<file path="config.mk">
export PLATFORM = sky130hd
export DESIGN_NAME = inst_axi_bridge
export DESIGN_NICKNAME = d
export VERILOG_FILES = /design/src/rtl/ibridge_pkg.sv /design/src/rtl/inst_axi_bridge.sv
export SDC_FILE = /design/constraint.sdc
export NUM_CORES = 1
export LEC_CHECK = 0
export BUFFER_PORTS_ARGS = -buffer_cell sky130_fd_sc_hd__buf_2
export CORE_MARGIN = 2
export CORE_UTILIZATION = 40
export CTS_CLUSTER_DIAMETER = 30
export DETAILED_ROUTE_END_ITERATION = 12
export PLACE_DENSITY = 0.79
export SYNTH_ARGS = -nofsm -noshare
export SYNTH_HDL_FRONTEND = slang
export SYNTH_SLANG_ARGS = --single-unit
export TNS_END_PERCENT = 1
</file>
<file path="constraint.sdc">
create_clock -name clk -period 2 [get_ports clk]
set_input_delay 0.4 -clock clk [delete_from_list [all_inputs] [get_ports clk]]
set_output_delay 0.4 -clock clk [all_outputs]
set_load 0.05 [all_outputs]
</file>
<file path="src/rtl/ibridge_pkg.sv">
// Shared types and AXI constants for the instruction-fetch SRAM-to-AXI read bridge.
package ibridge_pkg;

  localparam int unsigned ADDR_W = 32;
  localparam int unsigned DATA_W = 32;
  localparam int unsigned ID_W   = 4;

  typedef enum logic [1:0] {
    IDLE = 2'd0,
    AR   = 2'd1,
    R    = 2'd2
  } state_e;

  localparam logic [ID_W-1:0] AXI_ID         = 4'd0;
  localparam logic [7:0]      AXI_LEN_SINGLE = 8'd0;
  localparam logic [1:0]      AXI_BURST_INCR = 2'b01;
  localparam logic [1:0]      AXI_RESP_OKAY  = 2'b00;

endpackage

</file>
<file path="src/rtl/inst_axi_bridge.sv">
// Single-outstanding SRAM-like instruction port to AXI read channel bridge.
// Define INST_BRIDGE_CANCEL_EN to honour fetch-stage flushes (cancel).
module inst_axi_bridge
  import ibridge_pkg::*;
(
  input  logic              clk,
  input  logic              rst,
  input  logic              inst_req,
  input  logic              inst_wr,
  input  logic [1:0]        inst_size,
  input  logic [ADDR_W-1:0] inst_addr,
  input  logic [DATA_W-1:0] inst_wdata,
  output logic [DATA_W-1:0] inst_rdata,
  output logic              inst_addr_ok,
  output logic              inst_data_ok,
  input  logic              cancel,
  output logic              inst_err,
  output logic [ID_W-1:0]   arid,
  output logic [ADDR_W-1:0] araddr,
  output logic [7:0]        arlen,
  output logic [2:0]        arsize,
  output logic [1:0]        arburst,
  output logic [1:0]        arlock,
  output logic [3:0]        arcache,
  output logic [2:0]        arprot,
  output logic              arvalid,
  input  logic              arready,
  input  logic [ID_W-1:0]   rid,
  input  logic [DATA_W-1:0] rdata,
  input  logic [1:0]        rresp,
  input  logic              rlast,
  input  logic              rvalid,
  output logic              rready
);

  state_e            state_q, state_d;
  logic [ADDR_W-1:0] addr_q, addr_d;
  logic [1:0]        size_q, size_d;
  logic [DATA_W-1:0] rdata_q, rdata_d;
  logic              cancel_q, cancel_d;
  logic              cancel_hit;
  logic              drop;
  logic              unused_inputs;

  // Writes are never issued on the fetch port; ID is fixed so rid carries nothing.
  assign unused_inputs = ^{inst_wr, inst_wdata, rid};

`ifdef INST_BRIDGE_CANCEL_EN
  assign cancel_hit = cancel;
`else
  logic unused_cancel;
  assign cancel_hit    = 1'b0;
  assign unused_cancel = cancel;
`endif

  assign arid    = AXI_ID;
  assign arlen   = AXI_LEN_SINGLE;
  assign arburst = AXI_BURST_INCR;
  assign arlock  = 2'b00;
  assign arcache = 4'd0;
  assign arprot  = 3'd0;
  assign araddr  = addr_q;
  assign arsize  = {1'b0, size_q};

  // Delivered word passes straight through; otherwise the last delivered word is held.
  assign inst_rdata = inst_data_ok ? rdata : rdata_q;

  always_ff @(posedge clk or negedge rst) begin
    if (!rst) begin
      state_q  <= IDLE;
      addr_q   <= '0;
      size_q   <= '0;
      rdata_q  <= '0;
      cancel_q <= 1'b0;
    end else begin
      state_q  <= state_d;
      addr_q   <= addr_d;
      size_q   <= size_d;
      rdata_q  <= rdata_d;
      cancel_q <= cancel_d;
    end
  end

  always_comb begin
    state_d      = state_q;
    addr_d       = addr_q;
    size_d       = size_q;
    rdata_d      = rdata_q;
    cancel_d     = cancel_q;
    arvalid      = 1'b0;
    rready       = 1'b0;
    inst_addr_ok = 1'b0;
    inst_data_ok = 1'b0;
    inst_err     = 1'b0;
    drop         = cancel_q | cancel_hit;

    case (state_q)
      IDLE: begin
        if (inst_req) begin
          addr_d  = inst_addr;
          size_d  = inst_size;
          state_d = AR;
        end
      end
      AR: begin
        // arvalid stays up until the handshake even if the fetch is flushed.
        arvalid = 1'b1;
        if (cancel_hit) cancel_d = 1'b1;
        if (arready) begin
          inst_addr_ok = 1'b1;
          state_d      = R;
        end
      end
      R: begin
        rready = 1'b1;
        if (cancel_hit) cancel_d = 1'b1;
        if (rvalid && rlast) begin
          if (!drop) begin
            inst_data_ok = 1'b1;
            inst_err     = (rresp != AXI_RESP_OKAY);
            rdata_d      = rdata;
          end
          cancel_d = 1'b0;
          state_d  = IDLE;
        end
      end
      default: state_d = IDLE;
    endcase
  end

endmodule
</file>
==> flow_metrics.tcl, run 1 <==
set metrics [dict create \
    drc_errors 0 \
    finalWeightedCongestion 0.713 \
    run_status "finished, violations left" \
    crit_path_start_kind "flip-flop" \
    syn_area_um2 2910 \
    violations "negative setup slack" \
    grt_util_all_layers 0.140 \
    fillCellCount 622 \
    ctsHoldBuffers 0 \
    synthDistinctLibCells 17 \
    gr-total-overflow 0 \
    r2r_start "state_q[1]" \
    vias 1884 \
    crit_required_ns 1.60 \
    ys_warn_count 0 \
    finClkSkew_ns 0.0117 \
    fmax_ghz 0.486 \
    drive_gt1_frac 0.687 \
    dp_cells 424 \
    cts-root-buf "clkbuf_8" \
    dr.pass1.iters 5 \
    io_pins 207 \
    hpwl_um 4340 \
    reg2reg_to "araddr[29]" \
    dieArea_um2 7970 \
    endpoint_kind "output pin" \
    cts_tree "yes" \
    drv_cap 0 \
    diodes 0 \
    clk_pin_slew_ns 0.08 \
    rsz0062_at_grt "true" \
    antenna_found_initial 0 \
    initial_core_util 0.408 \
    fin_ws_ns -0.0565 \
    hold_slack_ns 0.0896 \
    grt_pass1_vias 1803 \
    arrival_ns 1.66 \
    setup_viol 28 \
    grt_pass1_wl_um 8380 \
    syn_inst 179 \
    die_h_um 89.3 \
    fin_cells 441 \
    fin_setup_tns_ns -0.991 \
    path_class "flip-flop to output pin" \
    ys_ff_latch 68 \
    hold_violations 0 \
    core_area_um2 7140 \
    viasPerCell 4.27 \
    placed_area_um2 3690 \
    port_buffers 144 \
    cp_max_fo 6 \
    reg2reg_slack_ns 0.49 \
    hold_class "input port to async pin" \
    final_antenna_net_count 0 \
    htreeDepth 3 \
    report.final.slew_viol_count 0 \
    die_w_um 89.3 \
    wirelength_um 5800 \
    cts_buffers 9 \
    ff2ff_path_depth 4 \
    nets 449 \
    cts_sinks 68 \
    critPathLaunch "state_q[0]" \
    drt_iter0_drc 68 \
    post-route-period-util 1.03 \
    syn_avg_cell_area_um2 16.3 \
    clock_latency_ns 0.33 \
    clock_path_buffers 2 \
    area_growth_pct 40.0 \
    yosysSeqAreaShare 0.585 \
    grt_max_degree 36 \
    post-route-min-period_ns 2.06 \
    fin_area_um2 4070 \
    rows 31 \
    post_drt_wl_per_cell_um 13.1 \
]
==> layout make-up <==
type,count,area (µm²),area share
Sequential cell,68,1700,0.418
Multi-Input combinational cell,102,1040,0.255
Timing Repair Buffer,155,986,0.242
Clock buffer,12,145,0.0356
Tap cell,99,124,0.0304
Clock inverter,4,72.6,0.0178
Inverter,1,3.75,0.000922
==> registers in the layout (all words and copies together), names as in the netlist <==
name     count
state_q      2
rdata_q     32
size_q       2
araddr      32
==> layer usage <==
metal	track usage	vias up	share of wire
met2	0.230	100	0.51
met1	0.164	903	0.39
li1	-	879	-
met3	0.0628	2	0.096
met5	0	-	0
met4	0.0448	0	0.0041
==> critical path, cell delays in order, from the launching register on <==
cell,delay [ns]
dfrtp_1,0.39
nand4b_4,0.24
buf_4,0.21
mux2_4,0.30
buf_4,0.19
==> cell usage in the layout (no fill, tap or decap), types with 2 or more instances in the layout <==
cell type,synthesis,layout
nor2b_1,2,2
nor2_1,2,2
buf_12,0,2
dfrtp_1,68,68
conb_1,2,24
nand2b_1,2,2
buf_4,24,22
mux2_4,28,28
buf_6,6,20
buf_2,0,111
clkbuf_8,0,10
clkbuf_1,0,2
mux2_2,36,36
bufinv_16,0,2
mux2_1,2,2
==> Yosys cell counts <==
| master | number | share of area |
|---|---|---|
| nand2_1 | 1 | 0.0013 |
| nor2b_1 | 2 | 0.0043 |
| and3b_1 | 1 | 0.0030 |
| nand2b_1 | 2 | 0.0043 |
| a21oi_1 | 1 | 0.0017 |
| a21o_1 | 1 | 0.0026 |
| inv_1 | 1 | 0.0013 |
| mux2_1 | 2 | 0.0077 |
| buf_4 | 24 | 0.062 |
| conb_1 | 2 | 0.0026 |
| mux2_4 | 28 | 0.14 |
| nand4b_4 | 1 | 0.0082 |
| mux2_2 | 36 | 0.14 |
| buf_6 | 6 | 0.023 |
| nor3b_4 | 1 | 0.0065 |
| dfrtp_1 | 68 | 0.58 |
| nor2_1 | 2 | 0.0026 |
==> how the worst max path moves through the flow <==
stage               cells past startpoint  slack [ns]             end
floorplan                               3        0.07        inst_err
global route                            4       -0.14  inst_rdata[23]
finish                                  4       -0.06  inst_rdata[28]
global placement                        5        0.08  inst_rdata[18]
detailed placement                      5        0.07   inst_rdata[6]
CTS                                     4        -0.1  inst_rdata[28]
==> cell families after synthesis <==
| group | after synthesis | share of synthesized area |
|---|---|---|
| buffers and inverters | 31 | 0.0864 |
| DFF | 68 | 0.585 |
| muxes | 66 | 0.292 |
| AOI/OAI and AO/OA | 2 | 0.00430 |
| and+or+nand+nor | 10 | 0.0301 |
| other | 2 | 0.00258 |
==> repair_timing <==
action,CTS,global route
resized for setup,48,5
endpoints found under the setup margin,33,32
setup buffers,1,0
==> metrics by stage <==
stage,worst slack (ns),util
2_1_floorplan,0.0664,-
3_3_place_gp,0.0764,0.517
3_5_place_dp,0.0745,0.517
4_1_cts,-0.0956,0.568
5_1_grt,-0.138,0.570
6_report,-0.0565,0.570
Power of run 1 is left out: the tool's default activity adds up to more than one toggle a clock period on the data nets, which glitch-free logic cannot reach.
==> run 2: changes to the inputs <==
Settings changed: ABC_AREA set to 1, PLACE_DENSITY 0.79 to 0.78.
==> run 2 against run 1 <==
- the flow now finishes without violations
- clock skew fell by 0.0036 ns
- first-iteration DRC count is 71% higher
- non-clock buffer count up 21
- area after synthesis increased by 0.99%
- count of clock-buffer cells in the layout did not move
- maximum frequency grew 2.9%
- utilization grew 8.0 points
- wire length is 52% higher
- final cell count rose by 36%
- final area is 15% higher
- synthesized cell count grew 83%
- die area rose by 0.94%
- highest routed layer unchanged
==> flow_metrics.tcl, run 2 <==
set metrics [dict create \
    async_flop_share 1.00 \
    antenna_found_initial 0 \
    die_h_um 89.7 \
    post_drt_wl_per_cell_um 14.6 \
    syn_area_um2 2940 \
    synth_flop_cell "dfrtp_1" \
    p_switching_w 0.00477 \
    crit_path_start_kind "flip-flop" \
    grt_util_all_layers 0.177 \
    gr-total-overflow 0 \
    power.leakage_nw 2.55 \
    p_clk_frac 0.131 \
    finalWeightedCongestion 0.797 \
    wirelength_um 8790 \
    cts_sinks 68 \
    rows 31 \
    crit_required_ns 1.60 \
    clk_pin_slew_ns 0.07 \
    clock_path_buffers 2 \
    drive_gt1_frac 0.495 \
    path_class "flip-flop to output pin" \
    pwr-share-comb 0.625 \
    io_pins 207 \
    syn_avg_cell_area_um2 8.96 \
    grt_pass1_vias 2524 \
    initial_core_util 0.409 \
    yosysSeqAreaShare 0.579 \
    port_buffers 144 \
    ctsHoldBuffers 0 \
    drc_errors 0 \
    vias 2810 \
    hpwl_um 4900 \
    netlist.area_leader.share 0.579 \
    yosys-top-cells-count "nand2_1 (135), dfrtp_1 (68), nand3_1 (66)" \
    post-route-period-util 1.00 \
    hold_violations 0 \
    post-route-min-period_ns 2.00 \
    die_w_um 89.7 \
    dieArea_um2 8050 \
    core_area_um2 7180 \
    reg2reg_slack_ns 0.62 \
    report.final.slew_viol_count 0 \
    area_growth_pct 58.9 \
    arrival_ns 1.60 \
    viasPerCell 4.68 \
    nets 608 \
    power_w 0.00945 \
    drt_iter0_drc 116 \
    syn_inst 328 \
    reg2reg_to "araddr[22]" \
    cts_tree "yes" \
    rsz0062_at_grt "true" \
    seqPwrFrac 0.244 \
    hold_class "input port to async pin" \
    fillCellCount 549 \
    drv_cap 0 \
    clock_latency_ns 0.34 \
    cts_buffers 9 \
    fmax_ghz 0.500 \
    placed_area_um2 3630 \
    netlist.top_cell.by_area "dfrtp_1" \
    ys_ff_latch 68 \
    dr.pass1.iters 4 \
    setup_viol 0 \
    ir_drop_mv 0.894 \
    synth.most_common_cell "nand2_1" \
    swShare 0.504 \
    r2r_start "state_q[0]" \
    endpoint_kind "output pin" \
    final_antenna_net_count 0 \
    grt_max_degree 69 \
    htreeDepth 3 \
    diodes 0 \
    ff2ff_path_depth 4 \
    power_per_cell_area_nw_per_um2 2030 \
    fin_area_um2 4670 \
    finClkSkew_ns 0.00808 \
    final_common_cell "buf_2" \
    synth_area_leaders "dfrtp_1 (58%), nand2_1 (17%), nand3_1 (11%), buf_4 (7.2%), buf_2 (1.2%)" \
    cts-root-buf "clkbuf_8" \
    grt_pass1_wl_um 11700 \
    ys_warn_count 0 \
    synth_edf_count 0 \
    run_status "completed" \
    final_cell_mix "buf_2 (110), nand2_1 (101), dfrtp_1 (67)" \
    internal_power_w 0.00469 \
    synthDistinctLibCells 17 \
    cp_max_fo 8 \
]
## run 2: cell count changes in the layout (fill, tap and decap cells not counted), moves of 3 or more
cell | previous run | this run
buf_6 | 20 | 3
nand3_2 | 0 | 13
mux2_2 | 36 | 0
nand2_1 | 1 | 101
nand2_2 | 0 | 33
nand3_1 | 0 | 52
buf_12 | 2 | 5
buf_8 | 0 | 31
nand2_4 | 0 | 3
mux2_4 | 28 | 0
## run 2: how the worst max path moves through the flow
stage / startpoint / to / slack, ns / cells after the start
2_1_floorplan: state_q[0] / inst_err / 0.08 / 4
3_3_place_gp: rvalid / inst_rdata[20] / 0.13 / 7
3_5_place_dp: rvalid / inst_rdata[10] / 0.08 / 7
4_1_cts: state_q[0] / inst_rdata[9] / 0.01 / 5
5_1_grt: state_q[1] / inst_rdata[6] / -0.09 / 7
6_report: state_q[1] / inst_rdata[28] / 0.0006 / 7
## run 2: logic make-up after synthesis
family          count (synthesis)  synth area share
other cells                     2           0.00256
simple gates                  208             0.307
buf+inv                        48             0.108
compound gates                  2           0.00341
flops                          68             0.579
## run 2: critical path: stages (launching register included)
cell and delay (ns):
dfrtp_1 0.40, inv_2 0.08, nor2_8 0.14, buf_12 0.14, clkbuf_16 0.16, nand3_2 0.08
nand2_2 0.10, buf_8 0.15
## run 2: stage by stage
step                std cells  TNS [ns]   util  hold WS, ns  setup WS [ns]
floorplan                 350         0      -        0.104         0.0823
global placement          557         0  0.506        0.441          0.133
detailed placement        557         0  0.506        0.452         0.0850
CTS                       573         0  0.550       0.0861         0.0145
global route              600     -2.04  0.650       0.0946        -0.0902
finish                    600         0  0.650       0.0625       0.000649
## run 2: power by group through the flow
stage	combinational, W	clock (W)	sequential [W]
floorplan	0.00237	0	0.00343
global placement	0.00438	0	0.00227
detailed placement	0.00445	0	0.00229
CTS	0.00466	0.00126	0.00228
global route	0.00619	0.00133	0.00236
finish	0.00591	0.00124	0.00230
## run 2: layer usage
| metal | track usage | up-vias | wire [µm] |
|---|---|---|---|
| met3 | 0.0553 | 12 | 454 |
| met1 | 0.206 | 1351 | 3430 |
| met5 | 0 | - | 0 |
| li1 | - | 1329 | - |
| met2 | 0.313 | 118 | 4820 |
| met4 | 0.0564 | 0 | 85 |
## run 2: layout make-up
cell class | instances | area, µm² | area share
multi-input combinational | 236 | 1210 | 0.260
sequential | 68 | 1700 | 0.365
clock buffer | 12 | 145 | 0.0311
clock inverter | 4 | 72.6 | 0.0155
timing repair buffer | 176 | 1390 | 0.297
inverter | 5 | 22.5 | 0.00483
tap | 99 | 124 | 0.0265
## run 2: repair_timing
action | CTS | global route
setup buffers | 0 | 23
gates resized for setup | 35 | 127
cloned | 0 | 4
endpoints found under the hold margin | 0 | 0
pin swaps | 0 | 32
endpoints found under the setup margin | 33 | 34
Power figures use the tool's default switching activity.
